==> src/rtl/vending_input_conditioner.sv <==
// Front-panel input conditioner: synchronises, debounces and edge-detects the
// active-low buttons and the active-high collect confirmation for the vending FSM.
`timescale 1ns/1ps
module vending_input_conditioner #(
  parameter int NUM_BTN         = 4,
  parameter int DEBOUNCE_CYCLES = 1_000_000
) (
  input  logic               clk,
  input  logic               rst,
  input  logic [NUM_BTN-1:0] btn,
  input  logic               collected,
  output logic [NUM_BTN-1:0] btn_level,
  output logic [NUM_BTN-1:0] btn_pulse,
  output logic               collected_level,
  output logic               collected_pulse
);

  localparam int NCH   = NUM_BTN + 1;
  localparam int CNT_W = $clog2(DEBOUNCE_CYCLES + 1);
  localparam logic [CNT_W-1:0] CNT_LAST = CNT_W'(DEBOUNCE_CYCLES - 1);
  localparam logic [CNT_W-1:0] CNT_ONE  = CNT_W'(1);
  // Pin-level idle pattern: buttons idle high, collected idles low.
  localparam logic [NCH-1:0]   IDLE     = {1'b0, {NUM_BTN{1'b1}}};

  logic [NCH-1:0] raw;
  logic [NCH-1:0] sync_p0;
  logic [NCH-1:0] sync_p1;
  logic [NCH-1:0] active_p1;
  logic [NCH-1:0] stable_p2;
  logic [NCH-1:0] pulse_p2;

  assign raw = {collected, btn};

  // Stage 0/1: two-flop synchroniser, held at the idle pin level in reset
  always_ff @(posedge clk) begin
    if (rst) begin
      sync_p0 <= IDLE;
      sync_p1 <= IDLE;
    end else begin
      sync_p0 <= raw;
      sync_p1 <= sync_p0;
    end
  end

  assign active_p1 = sync_p1 ^ IDLE;

  // Stage 2: per-channel debounce counter, accepted level and press strobe
  for (genvar i = 0; i < NCH; i++) begin : g_ch
    logic             stable;
    logic             pulse;
    logic [CNT_W-1:0] cnt;

    always_ff @(posedge clk) begin
      if (rst) begin
        stable <= 1'b0;
        pulse  <= 1'b0;
        cnt    <= '0;
      end else begin
        pulse <= 1'b0;
        if (active_p1[i] == stable) begin
          cnt <= '0;
        end else if (cnt == CNT_LAST) begin
          stable <= ~stable;
          pulse  <= ~stable;
          cnt    <= '0;
        end else begin
          cnt <= cnt + CNT_ONE;
        end
      end
    end

    assign stable_p2[i] = stable;
    assign pulse_p2[i]  = pulse;
  end

  assign btn_level       = stable_p2[NUM_BTN-1:0];
  assign btn_pulse       = pulse_p2[NUM_BTN-1:0];
  assign collected_level = stable_p2[NUM_BTN];
  assign collected_pulse = pulse_p2[NUM_BTN];

endmodule
==> config.mk <==
export PLATFORM = sky130hd
export DESIGN_NAME = vending_input_conditioner
export DESIGN_NICKNAME = d
export VERILOG_FILES = /design/src/rtl/vending_input_conditioner.sv
export SDC_FILE = /design/constraint.sdc
export NUM_CORES = 1
export LEC_CHECK = 0
export CAP_MARGIN = 20
export CORE_ASPECT_RATIO = 0.9
export CORE_UTILIZATION = 50
export DETAILED_ROUTE_END_ITERATION = 8
export PLACE_DENSITY = 0.68
export SLEW_MARGIN = 20
export SYNTH_ARGS = -nofsm -noshare
export SYNTH_HDL_FRONTEND = slang
export SYNTH_SLANG_ARGS = --single-unit
==> constraint.sdc <==
create_clock -name clk -period 2.3 [get_ports clk]
set_input_delay 0.46 -clock clk [delete_from_list [all_inputs] [get_ports clk]]
set_output_delay 0.46 -clock clk [all_outputs]
set_load 0.005 [all_outputs]
**Word level (Yosys, flattened, before mapping)**

Cells that the tools add are included.

- Bits in registers: 120
- Logic and storage cells: 63
- Output and inout port bits: 10
- Input bits: 7

- Equal/unequal tests: 10
- $add $sub $neg: 5
- Reductions and logical operators: 15
- Bitwise operators: 16

Operators by type and width:

| operator | number |
|---|---|
| $add 20x1->20 const B | 5 |
| $eq 20x20->1 const B | 5 |
| $reduce_or 3->1 | 10 |
| $not 1->1 | 15 |
| $reduce_and 2->1 | 5 |
| $eq 1x1->1 | 5 |
| $not 4->4 | 1 |

**Longest topological paths before layout**

- Word-level depth: 4
- Depth in mapped cells: 7
- Gate-level depth less buffers: 5

**Worst setup path after synthesis**

OpenSTA, ideal clock, no wires.

- Path kind: register -> register
- From: register g_ch[2].cnt[0]
- To: register g_ch[2].cnt[15]
- Clock period less this slack: 2.032 ns
- Setup time: 0.115 ns
- Data required time: 2.185 ns
- Arrival time: 1.917 ns
- Path slack: 0.268 ns
- Path buffers: 1
- Stages on the path, launching flop included: 7
- Path through: dfxtp_1 > ha_1 > nand3_1 > or4_1 > o21ai_2 > buf_6 > nor2_1

- Word-level cells in the longest chain between the ends: 2
- Elaborated cells between the ends (all ways): 3
- Classes of those cells: add/sub (1); eq/ne (1); reduce/logical (1)

RTL lines:

| what | line | source |
|---|---|---|
| start, declared | 51 | `logic [CNT_W-1:0] cnt;` |
| start signal, assigned | 67 | `cnt <= cnt + CNT_ONE;` |
| branches (longest 2 deep; another with $add 20x1->20) | -- |  |

Parallel ways; which one is timed is not known.
A chain may end at the register's enable or synchronous reset.

**Final worst setup path**

- From: register g_ch[1].cnt[0]
- To: register g_ch[1].cnt[18]

- Word-level cells in the longest chain between the ends: 2
- Elaborated cells between the ends (all ways): 3
- Classes of those cells: add/sub (1); eq/ne (1); reduce/logical (1)

RTL lines:

| what | line |
|---|---|
| start, declared | 51 |
| start signal, assigned | 67 |
| branches (longest 2 deep; another with $add 20x1->20) | -- |

Parallel ways; which one is timed is not known.

==> flow_metrics.env <==
export IMPL_crit_path_start_kind="flop"
export IMPL_io_pin_count=17
export IMPL_min_period_ps=2100
export IMPL_slowest_stage="or4_1"
export IMPL_routed_wl_met2_mm=4.57
export IMPL_syn_avg_cell_area_um2=8.87
export IMPL_gp_congestion=0.753
export IMPL_critPathKind="reg2reg"
export IMPL_yosys_area_top_type_share=0.462
export IMPL_synth_area_leaders="dfxtp_1, xnor2_1, nor2_1"
export IMPL_initial_core_util=0.527
export IMPL_cp_endpoint="g_ch[1].cnt[18]$_SDFF_PP0_"
export IMPL_groute_usage_overall=0.200
export IMPL_dp_slack_ps=200
export IMPL_wl_met3_um=331
export IMPL_core_um2=9870
export IMPL_synthesis_nets=598
export IMPL_yosys_area_top_type="dfxtp_1"
export IMPL_syn_to_final_growth_pct=17.4
export IMPL_reg2reg_to="g_ch[1].cnt[18]$_SDFF_PP0_"
export IMPL_ctsHoldBuffers=0
export IMPL_hold_class="reg2reg"
export IMPL_yosysUniqueCellTypes=45
export IMPL_route_detailed_drc=0
export IMPL_grt_pass1_vias=3806
export IMPL_max_vdd_ir_drop_v=0.000710
export IMPL_io_buffers=16
export IMPL_dominantRegCellSynth="dfxtp_1"
export IMPL_syn_cell_area_um2=5200
export IMPL_fin_nets=618
export IMPL_firstDrtPassIters=6
export IMPL_fmax_mhz=477
export IMPL_yosysMostFrequentCell="dfxtp_1"
export IMPL_rr_startpoint="g_ch[1].cnt[0]$_SDFF_PP0_"
export IMPL_crit_start="g_ch[1].cnt[0]$_SDFF_PP0_"
export IMPL_crit_chain="ha_1 > nand2_1 > or4_1 > or4_4 > a21oi_2"
export IMPL_die_w_um=109
export IMPL_leakagePower_nw=1.83
export IMPL_endpoint_kind="flop"
export IMPL_cts_root_buf="clkbuf_16"
export IMPL_cts_made_buffers=17
export IMPL_slew_limit_headroom=0.576
export IMPL_m1WireLength_mm=4.91
export IMPL_yosysWarnings=0
export IMPL_synth_edf_count=0
export IMPL_postLayoutSetupSlackWorst_ps=205
export IMPL_maxSlewViolCount=0
export IMPL_ant_nets=0
export IMPL_synth_cells=586
export IMPL_yosysSeqAreaShare=0.462
export IMPL_cp_required_ps=2650
export IMPL_drt_wl_total_mm=9.90
export IMPL_dpl_hpwl_mm=6.51
export IMPL_max_stage_delay_ps=650
export IMPL_drt_initial_drc_count=164
export IMPL_powerDensity_nw_per_um2=814
export IMPL_rows=34
export IMPL_arrival_ps=2450
export IMPL_tritoncts="done"
export IMPL_cts_sinks=120
export IMPL_antenna_found_initial=0
export IMPL_ff2ff_path_depth=5
export IMPL_async_flop_share=0
export IMPL_post_route_period_util=0.911
export IMPL_fin_tns_setup_ps=0
export IMPL_cts_path_max_buffers=2
export IMPL_via_count=4085
export IMPL_highest_layer="met4"
export IMPL_worst_pin_slew_ps=630
export IMPL_finalHoldViolCount=0
export IMPL_clk_pin_slew_ps=60
export IMPL_synth_common_cells="dfxtp_1, nor2_1, xnor2_1"
export IMPL_worstPathMaxFanout=7
export IMPL_vias_per_cell=5.48
export IMPL_grt_pass1_wl_mm=17.0
export IMPL_grt_ovfl_total=0
export IMPL_grt_max_degree=28
export IMPL_design_die_area_um2=10800
export IMPL_finClkSkew_ps=16.1
export IMPL_die_y_um=98.7
export IMPL_drive_gt1_frac=0.110
export IMPL_antennaDiodeCount=0
export IMPL_wl_per_cell_um=13.3
export IMPL_clk_latency_ps=410
export IMPL_r2r_slack_ps=200
export IMPL_setup_violations=0
export IMPL_n_fill_cell=839
export IMPL_cap_violations=0
export IMPL_ys_ff_latch=120
export IMPL_rsz0062_at_grt="no"
export IMPL_status="completed"
export IMPL_min_from="sync_p0[3]$_SDFF_PP1_"
export IMPL_htree_levels=4
==> cell families after synthesis <==
group           count (synthesis)  synth area share
buf+inv                        47            0.0450
xor+xnor                       65             0.110
compound gates                 72            0.0813
flops                         120             0.462
simple gates                  277             0.290
fa+ha+maj                       5            0.0120
==> flip-flops by register name, indices dropped and copies added (netlist names) <==
signal / cells
g_ch.cnt: 100
g_ch.stable: 4
collected_pulse: 1
collected_level: 1
g_ch.pulse: 4
sync_p0: 5
sync_p1: 5
==> critical path, delay by kind of cell, from the launching register on <==
family          cells  cell delay, ps
fa+ha+maj           1             240
compound gates      1             140
flops               1             380
simple gates        3            1280
==> routing by layer <==
metal / global-route usage / vias to the layer above
met5: 0 / -
met4: 0.0759 / 0
met3: 0.0549 / 7
met2: 0.312 / 61
met1: 0.262 / 1910
li1: - / 2107
==> area by class of cell <==
type / count / area (um2) / share of cell area
well taps: 126 / 158 / 0.0258
clock buffers: 20 / 467 / 0.0765
repair buffers: 27 / 255 / 0.0418
flip-flops and latches: 120 / 2400 / 0.394
multi-input cells: 419 / 2570 / 0.421
clock inverters: 12 / 173 / 0.0283
inverters: 21 / 78.8 / 0.0129
==> stage by stage <==
stage	total power, mW	instances	area [um2]	utilization	hold slack, ps
global placement	2.19	713	5460	0.553	397
global route	5.14	745	6100	0.619	430
CTS	5.02	745	6100	0.618	416
finish	4.97	745	6100	0.619	410
detailed placement	2.20	713	5460	0.553	400
floorplan	2.17	586	5200	-	389
==> how the worst min path moves through the flow <==
stage,endpoint,slack (ps),cells past startpoint
6_report,sync_p1[3]$_SDFF_PP1_,410,1
5_1_grt,sync_p1[3]$_SDFF_PP1_,430,1
4_1_cts,sync_p1[3]$_SDFF_PP1_,420,1
3_5_place_dp,sync_p1[3]$_SDFF_PP1_,400,1
3_3_place_gp,sync_p1[3]$_SDFF_PP1_,400,1
2_1_floorplan,sync_p1[0]$_SDFF_PP1_,390,1
==> layout by cell type, fill, tap and decap left out, types with 2 or more instances in the layout <==
master | Yosys | routed
dfxtp_1 | 120 | 120
buf_4 | 12 | 10
xor2_1 | 22 | 22
ha_1 | 5 | 5
clkbuf_8 | 0 | 3
nand4_1 | 16 | 16
nand3_1 | 35 | 35
or2_2 | 12 | 12
bufinv_16 | 0 | 4
a21oi_1 | 32 | 32
or4_1 | 16 | 16
nor3_1 | 15 | 15
nor4b_1 | 5 | 5
and3_1 | 6 | 6
and2_1 | 4 | 4
nor2_1 | 77 | 77
a311o_1 | 2 | 2
and4_1 | 7 | 7
or4b_2 | 3 | 3
clkdlybuf4s50_1 | 0 | 16
clkbuf_16 | 0 | 17
clkinv_2 | 0 | 4
o21ai_0 | 19 | 19
clkinvlp_4 | 0 | 2
o31ai_1 | 11 | 11
nor4_1 | 18 | 18
nor2b_1 | 2 | 2
or3_1 | 22 | 22
inv_1 | 21 | 21
xnor2_1 | 43 | 43
o21ai_2 | 2 | 2
nand2_1 | 28 | 28
a31oi_1 | 2 | 2
clkinv_4 | 0 | 2
==> power breakdown <==
group | switching [mW] | internal, mW
clock network | 0.925 | 1.89
logic | 0.0291 | 0.0255
registers | 0.00659 | 2.09
==> timing repair <==
action | CTS | global route
gates resized for setup | 0 | 1
setup buffers | 0 | 0
setup endpoints to repair | 0 | 1
No activity file was read; power rests on OpenSTA's default activity.
